[src/rtl/fragment_writer.sv]
// fragment_writer: consumer end of the rasterizer fragment stream.
// Takes one fragment at a time, optionally performs a read-compare-write
// depth test against a Z-buffer that lives DEPTH_OFFSET words above the
// colour buffer, and writes colour and depth for passing fragments.
//
// Ports:
//   clock, reset                 system clock, synchronous active-high reset
//   frag_addr/color/depth        fragment payload (depth is signed 16.16)
//   frag_valid, frag_done        fragment present / primitive set finished
//   frag_stall                   back-pressure to the rasterizer
//   depth_test_en                1 = depth test, 0 = unconditional write
//   mem_*                        word-addressed memory master port
//   done_out                     one-cycle completion pulse
//   frag_written, frag_rejected  wrapping fragment counters
module fragment_writer #(
    parameter logic [25:0] DEPTH_OFFSET = 26'h004B000
) (
    input  logic        clock,
    input  logic        reset,
    input  logic [25:0] frag_addr,
    input  logic [23:0] frag_color,
    input  logic [31:0] frag_depth,
    input  logic        frag_valid,
    input  logic        frag_done,
    output logic        frag_stall,
    input  logic        depth_test_en,
    output logic [25:0] mem_address,
    output logic        mem_read,
    output logic        mem_write,
    output logic [31:0] mem_writedata,
    input  logic [31:0] mem_readdata,
    input  logic        mem_readdatavalid,
    input  logic        mem_waitrequest,
    output logic        done_out,
    output logic [31:0] frag_written,
    output logic [31:0] frag_rejected
);

    typedef enum logic [2:0] {IDLE, RD_REQ, RD_WAIT, WR_COLOR, WR_DEPTH} state_t;

    state_t             state;
    state_t             state_next;
    logic [25:0]        addr_q;
    logic [23:0]        color_q;
    logic signed [31:0] depth_q;
    logic               done_pending;
    logic               done_q;
    logic [31:0]        written_q;
    logic [31:0]        rejected_q;

    // Strictly-closer test: an equal depth loses.
    function automatic logic depth_passes(input logic signed [31:0] frag_z,
                                          input logic signed [31:0] stored_z);
        return frag_z < stored_z;
    endfunction

    logic [25:0] z_addr;
    logic        depth_ok;
    logic        read_hit;
    logic        done_fire;

    assign z_addr   = addr_q + DEPTH_OFFSET;
    assign depth_ok = depth_passes(depth_q, $signed(mem_readdata));
    // Read data may come back in the very cycle the request is accepted.
    assign read_hit = mem_readdatavalid &&
                      ((state == RD_WAIT) || (state == RD_REQ && !mem_waitrequest));
    // A fragment accepted on this edge takes priority over the done pulse.
    assign done_fire = done_pending && (state == IDLE) && !frag_valid;

    assign frag_stall    = reset || (state != IDLE);
    assign done_out      = done_q;
    assign frag_written  = written_q;
    assign frag_rejected = rejected_q;

    // State register
    always_ff @(posedge clock) begin
        if (reset) begin
            state <= IDLE;
        end else begin
            state <= state_next;
        end
    end

    // Next-state logic
    always_comb begin
        state_next = state;
        case (state)
            IDLE: begin
                if (frag_valid) begin
                    state_next = depth_test_en ? RD_REQ : WR_COLOR;
                end
            end
            RD_REQ: begin
                if (!mem_waitrequest) begin
                    if (mem_readdatavalid) begin
                        state_next = depth_ok ? WR_COLOR : IDLE;
                    end else begin
                        state_next = RD_WAIT;
                    end
                end
            end
            RD_WAIT: begin
                if (mem_readdatavalid) begin
                    state_next = depth_ok ? WR_COLOR : IDLE;
                end
            end
            WR_COLOR: begin
                if (!mem_waitrequest) begin
                    state_next = WR_DEPTH;
                end
            end
            WR_DEPTH: begin
                if (!mem_waitrequest) begin
                    state_next = IDLE;
                end
            end
            default: state_next = IDLE;
        endcase
    end

    // Memory port outputs: a function of state and the latched fragment only,
    // so address and data cannot move while waitrequest holds a request.
    always_comb begin
        mem_read      = 1'b0;
        mem_write     = 1'b0;
        mem_address   = 26'd0;
        mem_writedata = 32'd0;
        case (state)
            RD_REQ: begin
                mem_read    = 1'b1;
                mem_address = z_addr;
            end
            WR_COLOR: begin
                mem_write     = 1'b1;
                mem_address   = addr_q;
                mem_writedata = {8'h00, color_q};
            end
            WR_DEPTH: begin
                mem_write     = 1'b1;
                mem_address   = z_addr;
                mem_writedata = depth_q;
            end
            default: begin
                mem_read = 1'b0;
            end
        endcase
    end

    // Fragment capture at acceptance
    always_ff @(posedge clock) begin
        if (state == IDLE && frag_valid) begin
            addr_q  <= frag_addr;
            color_q <= frag_color;
            depth_q <= frag_depth;
        end
    end

    // Counters and completion handshake
    always_ff @(posedge clock) begin
        if (reset) begin
            written_q    <= 32'd0;
            rejected_q   <= 32'd0;
            done_pending <= 1'b0;
            done_q       <= 1'b0;
        end else begin
            done_q <= done_fire;
            if (done_fire) begin
                done_pending <= 1'b0;
            end else if (frag_done) begin
                done_pending <= 1'b1;
            end
            if (read_hit && !depth_ok) begin
                rejected_q <= rejected_q + 32'd1;
            end
            if (state == WR_DEPTH && !mem_waitrequest) begin
                written_q <= written_q + 32'd1;
            end
        end
    end

endmodule

[config.mk]
export PLATFORM = sky130hd
export DESIGN_NAME = fragment_writer
export DESIGN_NICKNAME = d
export VERILOG_FILES = /design/src/rtl/fragment_writer.sv
export SDC_FILE = /design/constraint.sdc
export NUM_CORES = 1
export LEC_CHECK = 0
export ABC_CLOCK_PERIOD_IN_PS = 3300
export BUFFER_PORTS_ARGS = -buffer_cell sky130_fd_sc_hd__buf_2
export CAP_MARGIN = 20
export CORE_MARGIN = 10
export CORE_UTILIZATION = 51
export CTS_CLUSTER_DIAMETER = 50
export DETAILED_ROUTE_END_ITERATION = 8
export PLACE_DENSITY = 0.77
export SLEW_MARGIN = 30
export SYNTH_ARGS = -nofsm -noshare
export SYNTH_HDL_FRONTEND = slang
export SYNTH_SLANG_ARGS = --single-unit
[constraint.sdc]
create_clock -name clock -period 3.3 [get_ports clock]
set_input_delay 0.66 -clock clock [delete_from_list [all_inputs] [get_ports clock]]
set_output_delay 0.66 -clock clock [all_outputs]
set_load 0.05 [all_outputs]
==> qor.yml, run 1 <==
run_status: "finished, final reports clean"
vias_per_cell: 5.37
final_max_slew_viol_count: 0
place.port_buffers: 246
worstSetupStartpointType: "flip-flop"
drc_errors: 0
synth.area.top_cells: "edfxtp_1, dfxtp_1, ha_1"
cp_slowest_cell: "edfxtp_1"
reg2reg_from: "depth_q[31]"
detailed_place.area_sq_um: 8930
clock_tree.htree_level_count: 4
final_period_minus_worst_setup_slack_ns: 3.15
final_hold_viol_count: 0
final_layout_size_suffix_gt1_share_pct: 33.1
detail_route.first_pass.iterations: 5
clock_input_transition_at_the_sequential_cells_of_the_worst_setup_and_hold_paths_ns: 0.06
initial_core_util_pct: 51.5
grtUsageMet1_pct: 23.3
clkLatencyLatePin_ns: 0.42
placement_rows: 44
fin_tns_setup_ns: 0
clock-root-buffer: "clkbuf_16"
synthDominantAreaCellType: "edfxtp_1"
drt_first_iter_violations: 323
cts_max_path_buffers: 2
clock_skew_ns: 0.00996
wl_microns: 20700
synth-warning-count: 0
synthesis.nets: 878
crit_chain: "inv_1 > ha_1 > inv_1 > a21o_1 > and3_4 > o21a_1 > and3_1 > o21ai_0 > nand2_1 > o21ai_0 > buf_4"
timing_worst_setup_path_type: "flip-flop to output port"
cts_bufs_inserted: 17
wl_per_cell_microns: 17.6
worst_r2r_endpoint: "state[0]"
nets: 1134
first_global_vias: 6293
tritoncts: "built"
synth_edf_count: 82
min-delay-path-class: "input pin to flip-flop"
vdd_drop_max_mv: 0.445
die-area_sq_um: 19800
worstHoldPathCells: 1
number_of_maximum_capacitance_constraint_violations: 0
gr-max-usage-layer: "met2"
r2r_slack_ns: 0.40
required_ns: 2.64
worst_hold_startpoint: "frag_addr[12]"
post_cts_buffers: 0
finish.utilization_pct: 66.2
synthesis.area_sq_um: 7430
detailroute.via_count: 6331
wire_length_of_the_first_global_routing_pass_microns: 32500
critPathBufInv: 3
crit_fanout: 4
place.gp.congestion: 0.849
synth.most_common_cell: "edfxtp_1"
p_per_area_nw_per_um2: 635
synthesis.instances: 723
slew-limit-headroom_pct: 39.3
design_area_sq_um: 9560
n_fill_cell: 1115
setup_violating_endpoint_count_in_the_final_report: 0
grt_antenna_before_repair: 3
ys_ff_latch: 151
post_synth_most_frequent_cells: "edfxtp_1, dfxtp_1, nor2_1"
grt.overflow.total: 0
finalCritPeriodShare_pct: 95.5
global_route.usage.total_pct: 20.3
die_y_microns: 141
synth_area_per_cell_sq_um: 10.3
cp_top_family: "compound AO/OA/AOI/OAI gates"
timing.critical_path.slowest_cell_delay_ns: 0.43
ys.flop_type: "edfxtp_1"
detail_route_antenna_nets: 0
post-dp-hpwl_microns: 15700
setup_repair_after_global_routing_missed_its_margin: "false"
die-width_microns: 141
worstRegToRegCells: 10
p_leak_nw: 4.19
critPathCaptureType: "output port"
io_pins: 247
global_route.usage.met3_pct: 9.27
numClockSinks: 151
groute.layer.met2.usage_pct: 33.1
area_delta_synth_final_pct: 28.6
synth-seq-area-share_pct: 51.7
async_reset_ff_share_pct: 0
worstPathArrival_ns: 2.49
design_power_total_w: 0.00607
min_to: "addr_q[12]"
largest_net_degree_at_the_start_of_global_routing: 51
synthDominantCellAreaShare_pct: 33.1
fmaxAchievable_mhz: 317
worst-slew-pin-transition_ns: 0.907
core_area_sq_um: 14400
synth.lib_cells_used.distinct: 63
## state kept, by name (all words and copies together), names as in the netlist
| name | flops |
|---|---|
| addr_q | 26 |
| done_out | 1 |
| frag_rejected | 32 |
| color_q | 24 |
| depth_q | 32 |
| done_pending | 1 |
| frag_written | 32 |
| state | 3 |
## what timing repair did
item | 4_1_cts | 5_1_grt
cloned | 0 | 0
endpoints found under the setup margin | 1 | 4
resized for setup | 1 | 8
hold buffers | 0 | 0
## worst register-to-register path: cells and delay by family (launching register included)
family | cells | cell delay, ns
flops | 1 | 0.39
compound gates | 2 | 0.36
simple gates | 6 | 1.62
fa+ha+maj | 1 | 0.31
buf+inv | 1 | 0.16
## worst max-delay path by stage
stage | startpoint | depth (start not counted) | endpoint
CTS | addr_q[12] | 9 | mem_address[23]
finish | addr_q[12] | 11 | mem_address[22]
global route | state[2] | 7 | mem_address[20]
detailed placement | mem_readdata[2] | 12 | frag_rejected[30]
floorplan | state[0] | 6 | mem_address[24]
global placement | mem_readdata[2] | 12 | frag_rejected[30]
## power by group
part | internal, W | switching (W)
logic | 0.000477 | 0.00119
registers | 0.00228 | 0.000138
clock network | 0.00120 | 0.000791
## cell families after synthesis
kind of cell	synth area share, %
simple gates	19.5
flops	51.7
compound gates	13.5
buf+inv	3.96
xor+xnor	4.71
fa+ha+maj	5.72
mux	0.892
## cell type report
| cell class | count | area, sq um | area share [%] |
|---|---|---|---|
| flip-flops and latches | 151 | 3840 | 40.2 |
| multi-input cells | 498 | 3310 | 34.6 |
| repair buffers | 264 | 1390 | 14.5 |
| clock buffers | 18 | 429 | 4.49 |
| well taps | 184 | 230 | 2.41 |
| inverters | 47 | 176 | 1.85 |
| clock inverters | 14 | 174 | 1.82 |
| diodes | 2 | 5.00 | 0.0524 |
## metrics by stage
step,cells,hold WS (ns),worst slack [ns]
4_1_cts,1176,0.401,0.0289
6_report,1178,0.414,0.148
3_5_place_dp,1144,0.490,0.000226
2_1_floorplan,723,0.424,-0.202
5_1_grt,1177,0.394,0.00730
3_3_place_gp,1144,0.465,0.0785
## metal layers
metal	share of wire, %	up-vias
met5	0.063	-
met4	1.3	2
met3	9.5	21
met2	49	242
met1	40	2932
li1	-	3134
## cell usage in the layout, fill, tap and decap left out, types with 24 or more instances in the layout
cell type  netlist  final
ha_1            34     34
edfxtp_1        82     82
nand3_1         24     24
nand2_1         57     57
inv_1           47     46
a21oi_1         36     36
a22o_1          24     24
o21ai_0         39     37
nand4_1         24     24
nor2_1          69     68
buf_2            4    243
dfxtp_1         69     69
Power figures use the tool's default switching activity.
==> run 2, diff against run 1 <==
- ABC_CLOCK_PERIOD_IN_PS: 3300 -> 3600
- clock period: 3.3 -> 3.6 ns (I/O delays scaled with it)
==> run 2 against run 1 <==
Effect of this change:
- total power is 11% lower
- die area did not move
- wire length down 1.4%
- hold slack improved by 0.060 ns
- critical endpoint is now mem_address[25]
==> qor.yml, run 2 (synthesized netlist as in run 1, its figures left out) <==
final_hold_viol_count: 0  # unchanged
die-width_microns: 141  # unchanged
vias_per_cell: 5.36  # -0.18%
clock_input_transition_at_the_sequential_cells_of_the_worst_setup_and_hold_paths_ns: 0.06  # about the same
area_delta_synth_final_pct: 27.1
post-dp-hpwl_microns: 15700  # -0.30%
final_max_slew_viol_count: 0  # unchanged
setup_repair_after_global_routing_missed_its_margin: "false"
mostFrequentLayoutCell: "buf_2"
worstSetupStartpointType: "flip-flop"
first_global_vias: 6238  # -0.87%
setup_violating_endpoint_count_in_the_final_report: 0  # unchanged
fin_tns_setup_ns: 0  # unchanged
global_route.usage.total_pct: 20.0  # -0.21 points
place.port_buffers: 246  # unchanged
critPathCaptureType: "output port"
cp_top_family: "compound AO/OA/AOI/OAI gates"
fmaxAchievable_mhz: 296
wl_per_cell_microns: 17.4  # -0.73%
p_int_w: 0.00349  # -12%
design_power_total_w: 0.00539  # -11%
cts_bufs_inserted: 17  # unchanged
switching_power_w: 0.00190  # -11%
clkPwrFrac_pct: 31.3  # -1.4 points
drt_first_iter_violations: 308  # -4.6%
clock_tree.htree_level_count: 4  # unchanged
detail_route_antenna_nets: 0  # unchanged
combPwrFrac_pct: 27.6  # about the same
wire_length_of_the_first_global_routing_pass_microns: 32200  # -0.72%
run_status: "finished, final reports clean"
holdWs_ns: 0.474  # +0.0600 ns
io_pins: 247  # unchanged
core_area_sq_um: 14400  # unchanged
finalCritPeriodShare_pct: 93.8
drc_errors: 0  # unchanged
final_period_minus_worst_setup_slack_ns: 3.38
timing.critical_path.slowest_cell_delay_ns: 0.43  # about the same
power_frac_seq_pct: 41.0  # +1.2 points
cp_slowest_cell: "edfxtp_1"
number_of_maximum_capacitance_constraint_violations: 0  # unchanged
die_y_microns: 141  # unchanged
tritoncts: "built"
die-area_sq_um: 19800  # unchanged
p_leak_nw: 4.16  # -0.78%
cts_max_path_buffers: 2  # unchanged
critPathBufInv: 1  # -2
timing_worst_setup_path_type: "flip-flop to output port"
detailroute.via_count: 6277  # -0.85%
detail_route.first_pass.iterations: 4  # -1
largest_net_degree_at_the_start_of_global_routing: 77  # +51%
p_per_area_nw_per_um2: 570  # -10%
crit_fanout: 4  # unchanged
clkLatencyLatePin_ns: 0.42  # about the same
required_ns: 2.88  # +0.24 ns
final_layout_size_suffix_gt1_share_pct: 32.8  # -0.27 points
layout_common_cells: "buf_2, edfxtp_1, dfxtp_1, nor2_1, nand2_1"
place.gp.congestion: 0.874  # +2.9%
clock_skew_ns: 0.0124  # +0.00242 ns
p_sw_share_pct: 35.3  # +0.31 points
grt.overflow.total: 0  # unchanged
slew-limit-headroom_pct: 48.9  # +9.6 points
wl_microns: 20400  # -1.4%
placement_rows: 44  # unchanged
numClockSinks: 151  # unchanged
worstPathArrival_ns: 2.66  # +0.17 ns
initial_core_util_pct: 51.5  # unchanged
crit_chain: "o21ai_0 > a21boi_1 > a21o_1 > and3_1 > and3_1 > nand3_1 > xor2_1 > o21ai_0 > buf_2"
clock-root-buffer: "clkbuf_16"
nets: 1127  # -0.62%
worst-slew-pin-transition_ns: 0.766  # -0.140 ns
vdd_drop_max_mv: 0.454  # +2.0%
grt_antenna_before_repair: 2  # -1
min-delay-path-class: "input pin to flip-flop"
n_fill_cell: 1152  # +3.3%
[run 2: cell types whose count changed in the layout (fill, tap and decap cells not counted), sizes merged]
cell      delta
bufinv       -2
clkbuf       +1
diode        -1
clkinv       +2
clkinvlp     -2
buf          -6
[run 2: area by class of cell]
type	count	area (sq um)	area share [%]
Clock buffer	20	460	4.88
Sequential cell	151	3840	40.7
Multi-Input combinational cell	498	3300	35.0
Inverter	47	176	1.87
Timing Repair Buffer	257	1330	14.0
Clock inverter	12	98.8	1.05
Antenna cell	1	2.50	0.0265
Tap cell	184	230	2.44
[run 2: per-stage QoR]
step	worst slack, ns	std cells	cell area [sq um]	util, %
5_1_grt	0.0375	1169	9440	65.4
3_3_place_gp	0.294	1137	8880	61.6
3_5_place_dp	0.249	1137	8880	61.6
6_report	0.223	1170	9440	65.5
4_1_cts	0.195	1169	9440	65.4
2_1_floorplan	0.0380	723	7430	-
[run 2: worst paths after layout]
path | from | to | slack, ns | depth (start not counted)
setup / recovery | addr_q[12] | mem_address[25] | 0.22 | 9
hold / removal | frag_addr[19] | addr_q[19] | 0.47 | 1
setup reg to reg | depth_q[11] | frag_rejected[19] | 0.71 | 10
hold reg to reg | frag_written[30] | frag_written[30] | 0.49 | 2
[run 2: per-layer routing]
layer,GRT usage [%],routed length (microns)
met1,22.3,7880
met2,32.8,9890
met3,9.67,2270
met4,6.90,358
met5,0,13
[run 2: power by group through the flow]
stage          Sequential, W  Combinational, W  Clock [W]
6_report             0.00221           0.00149    0.00169
5_1_grt              0.00224           0.00161    0.00178
4_1_cts              0.00221           0.00150    0.00171
3_5_place_dp         0.00225           0.00149          0
3_3_place_gp         0.00224           0.00148          0
2_1_floorplan        0.00222           0.00109          0
[run 2: repair_timing]
action,in CTS,in global routing
gates resized for setup,0,1
hold buffers,0,0
setup endpoints to repair,0,1
buffers inserted,0,0
==> run 3, diff against run 2 <==
- ABC_CLOCK_PERIOD_IN_PS: 3600 -> 4200
- CORE_UTILIZATION: 51 -> 55
- PLACE_DENSITY: 0.77 -> 0.82
- clock period: 3.6 -> 4.2 ns (I/O delays scaled with it)
==> run 3 against run 2 <==
Effect of this change:
- register-to-register slack improved by 0.33 ns
- design area about the same
- critical path depth stayed put
- via count increased by 1.2%
- hold slack got worse by 0.024 ns
- clock power decreased by 9%
- count of clock-buffer cells in the layout up 3
- wire length up 3.7%
- critical path type unchanged
- critical endpoint is now mem_address[23]
==> qor.yml, run 3 (synthesized netlist as in run 1, its figures left out) <==
tritoncts: "built"
largest_net_degree_at_the_start_of_global_routing: 77  # unchanged
min-delay-path-class: "flip-flop to flip-flop"
cp_slowest_cell: "edfxtp_1"
worstSetupStartpointType: "flip-flop"
combPwrFrac_pct: 26.9  # -0.7 points
p_per_area_nw_per_um2: 498  # -13%
cts_max_path_buffers: 2  # unchanged
clock_skew_ns: 0.0146  # +0.00227 ns
drt_first_iter_violations: 417  # +35%
post-dp-hpwl_microns: 16000  # +2.2%
setup_violating_endpoint_count_in_the_final_report: 0  # unchanged
power_frac_seq_pct: 40.5  # -0.5 points
finish.utilization_pct: 71.2  # +5.8 points
clock_input_transition_at_the_sequential_cells_of_the_worst_setup_and_hold_paths_ns: 0.06  # about the same
required_ns: 3.36  # +0.48 ns
clock-root-buffer: "clkbuf_16"
fmaxAchievable_mhz: 287
drc_errors: 0  # unchanged
crit_fanout: 4  # unchanged
cts.repair.resized: 0  # unchanged
post_cts_buffers: 0  # unchanged
place.gp.congestion: 0.887  # +1.5%
die-width_microns: 136  # -3.2%
first_global_vias: 6311  # +1.2%
io_pins: 247  # unchanged
nets: 1124  # -0.27%
layout_common_cells: "buf_2, edfxtp_1, dfxtp_1, nor2_1, nand2_1"
core_area_sq_um: 13200  # -8.2%
cts_bufs_inserted: 17  # unchanged
p_int_w: 0.00305  # -13%
placement_rows: 42  # -4.5%
run_status: "finished, final reports clean"
clock_tree.htree_level_count: 4  # unchanged
wire_length_of_the_first_global_routing_pass_microns: 32900  # +1.9%
crit_chain: "o21ai_0 > a21boi_0 > a21o_1 > and3_1 > and3_1 > o21ai_0 > nand2_1 > o21ai_0 > buf_2"
area_delta_synth_final_pct: 27.0  # about the same
wl_microns: 21200  # +3.7%
timing.critical_path.slowest_cell_delay_ns: 0.42  # about the same
fin_tns_setup_ns: 0  # unchanged
detailroute.via_count: 6351  # +1.2%
design_power_total_w: 0.00470  # -13%
number_of_maximum_capacitance_constraint_violations: 0  # unchanged
grt.overflow.total: 0  # unchanged
slew-limit-headroom_pct: 40.7  # -8.2 points
global_route.usage.total_pct: 22.4  # +2.3 points
wl_per_cell_microns: 18.3  # +4.7%
p_sw_share_pct: 35.1  # -0.16 points
initial_core_util_pct: 56.1  # +4.6 points
clkLatencyLatePin_ns: 0.43  # about the same
grt_antenna_before_repair: 3  # +1
setup_repair_after_global_routing_missed_its_margin: "false"
critPathCaptureType: "output port"
place.port_buffers: 246  # unchanged
detail_route_antenna_nets: 0  # unchanged
final_period_minus_worst_setup_slack_ns: 3.48
switching_power_w: 0.00165  # -13%
p_leak_nw: 4.15  # -0.19%
critPathMostFrequentCell: "o21ai_0"
worst-slew-pin-transition_ns: 0.886  # +0.120 ns
die-area_sq_um: 18600  # -6.3%
mostFrequentLayoutCell: "buf_2"
worstPathArrival_ns: 2.64  # -0.02 ns
timing_worst_setup_path_type: "flip-flop to output port"
die_y_microns: 136  # -3.2%
final_layout_size_suffix_gt1_share_pct: 32.4  # -0.41 points
vias_per_cell: 5.48  # +2.1%
numClockSinks: 151  # unchanged
hold_buffers: 0  # unchanged
finalCritPeriodShare_pct: 82.9
clkPwrFrac_pct: 32.6  # +1.3 points
detail_route.first_pass.iterations: 5  # +1
final_max_slew_viol_count: 0  # unchanged
vdd_drop_max_mv: 0.352  # -23%
final_hold_viol_count: 0  # unchanged
==> run 3: final timing paths <==
check / from / to / slack, ns / cells past startpoint
min: done_pending / done_out / 0.45 / 2
max reg2reg: depth_q[31] / state[0] / 1.04 / 9
min reg2reg: done_pending / done_out / 0.45 / 2
max: addr_q[12] / mem_address[23] / 0.72 / 9
==> run 3: power by group through the flow <==
| stage | Combinational (W) | Clock [W] | Sequential (W) |
|---|---|---|---|
| after detailed placement | 0.00126 | 0 | 0.00193 |
| after global placement | 0.00124 | 0 | 0.00192 |
| final | 0.00126 | 0.00153 | 0.00190 |
| after CTS | 0.00127 | 0.00154 | 0.00190 |
| after global routing | 0.00136 | 0.00160 | 0.00193 |
| after floorplan | 0.000933 | 0 | 0.00190 |
==> run 3: final cells by class <==
| class | count | area, sq um |
|---|---|---|
| multi-input combinational | 498 | 3300 |
| fill | 978 | 3810 |
| tap | 176 | 220 |
| sequential | 151 | 3840 |
| clock buffer | 23 | 512 |
| inverter | 47 | 176 |
| timing repair buffer | 254 | 1290 |
| antenna | 1 | 2.50 |
| clock inverter | 9 | 87.6 |
==> run 3: metrics by stage <==
stage	hold slack [ns]	std cells	instance area [sq um]	setup WS (ns)
after floorplan	0.424	723	7430	0.518
after global placement	0.434	1126	8830	0.703
after detailed placement	0.441	1126	8830	0.538
after CTS	0.448	1158	9430	0.718
after global routing	0.469	1159	9440	0.520
final	0.450	1159	9440	0.718
==> run 3: critical path, delay by kind of cell (launching register included) <==
family	cells	cell delay, ns
AOI/OAI and AO/OA	5	1.00
buffers and inverters	1	0.31
DFF	1	0.42
and+or+nand+nor	3	0.50
==> run 3: routing by layer <==
layer	routed length [microns]	GRT usage, %	share of wire [%]
met1	8260	25.2	39
met2	10500	37.8	50
met3	2100	8.97	9.9
met4	301	7.57	1.4
met5	12	0	0.057
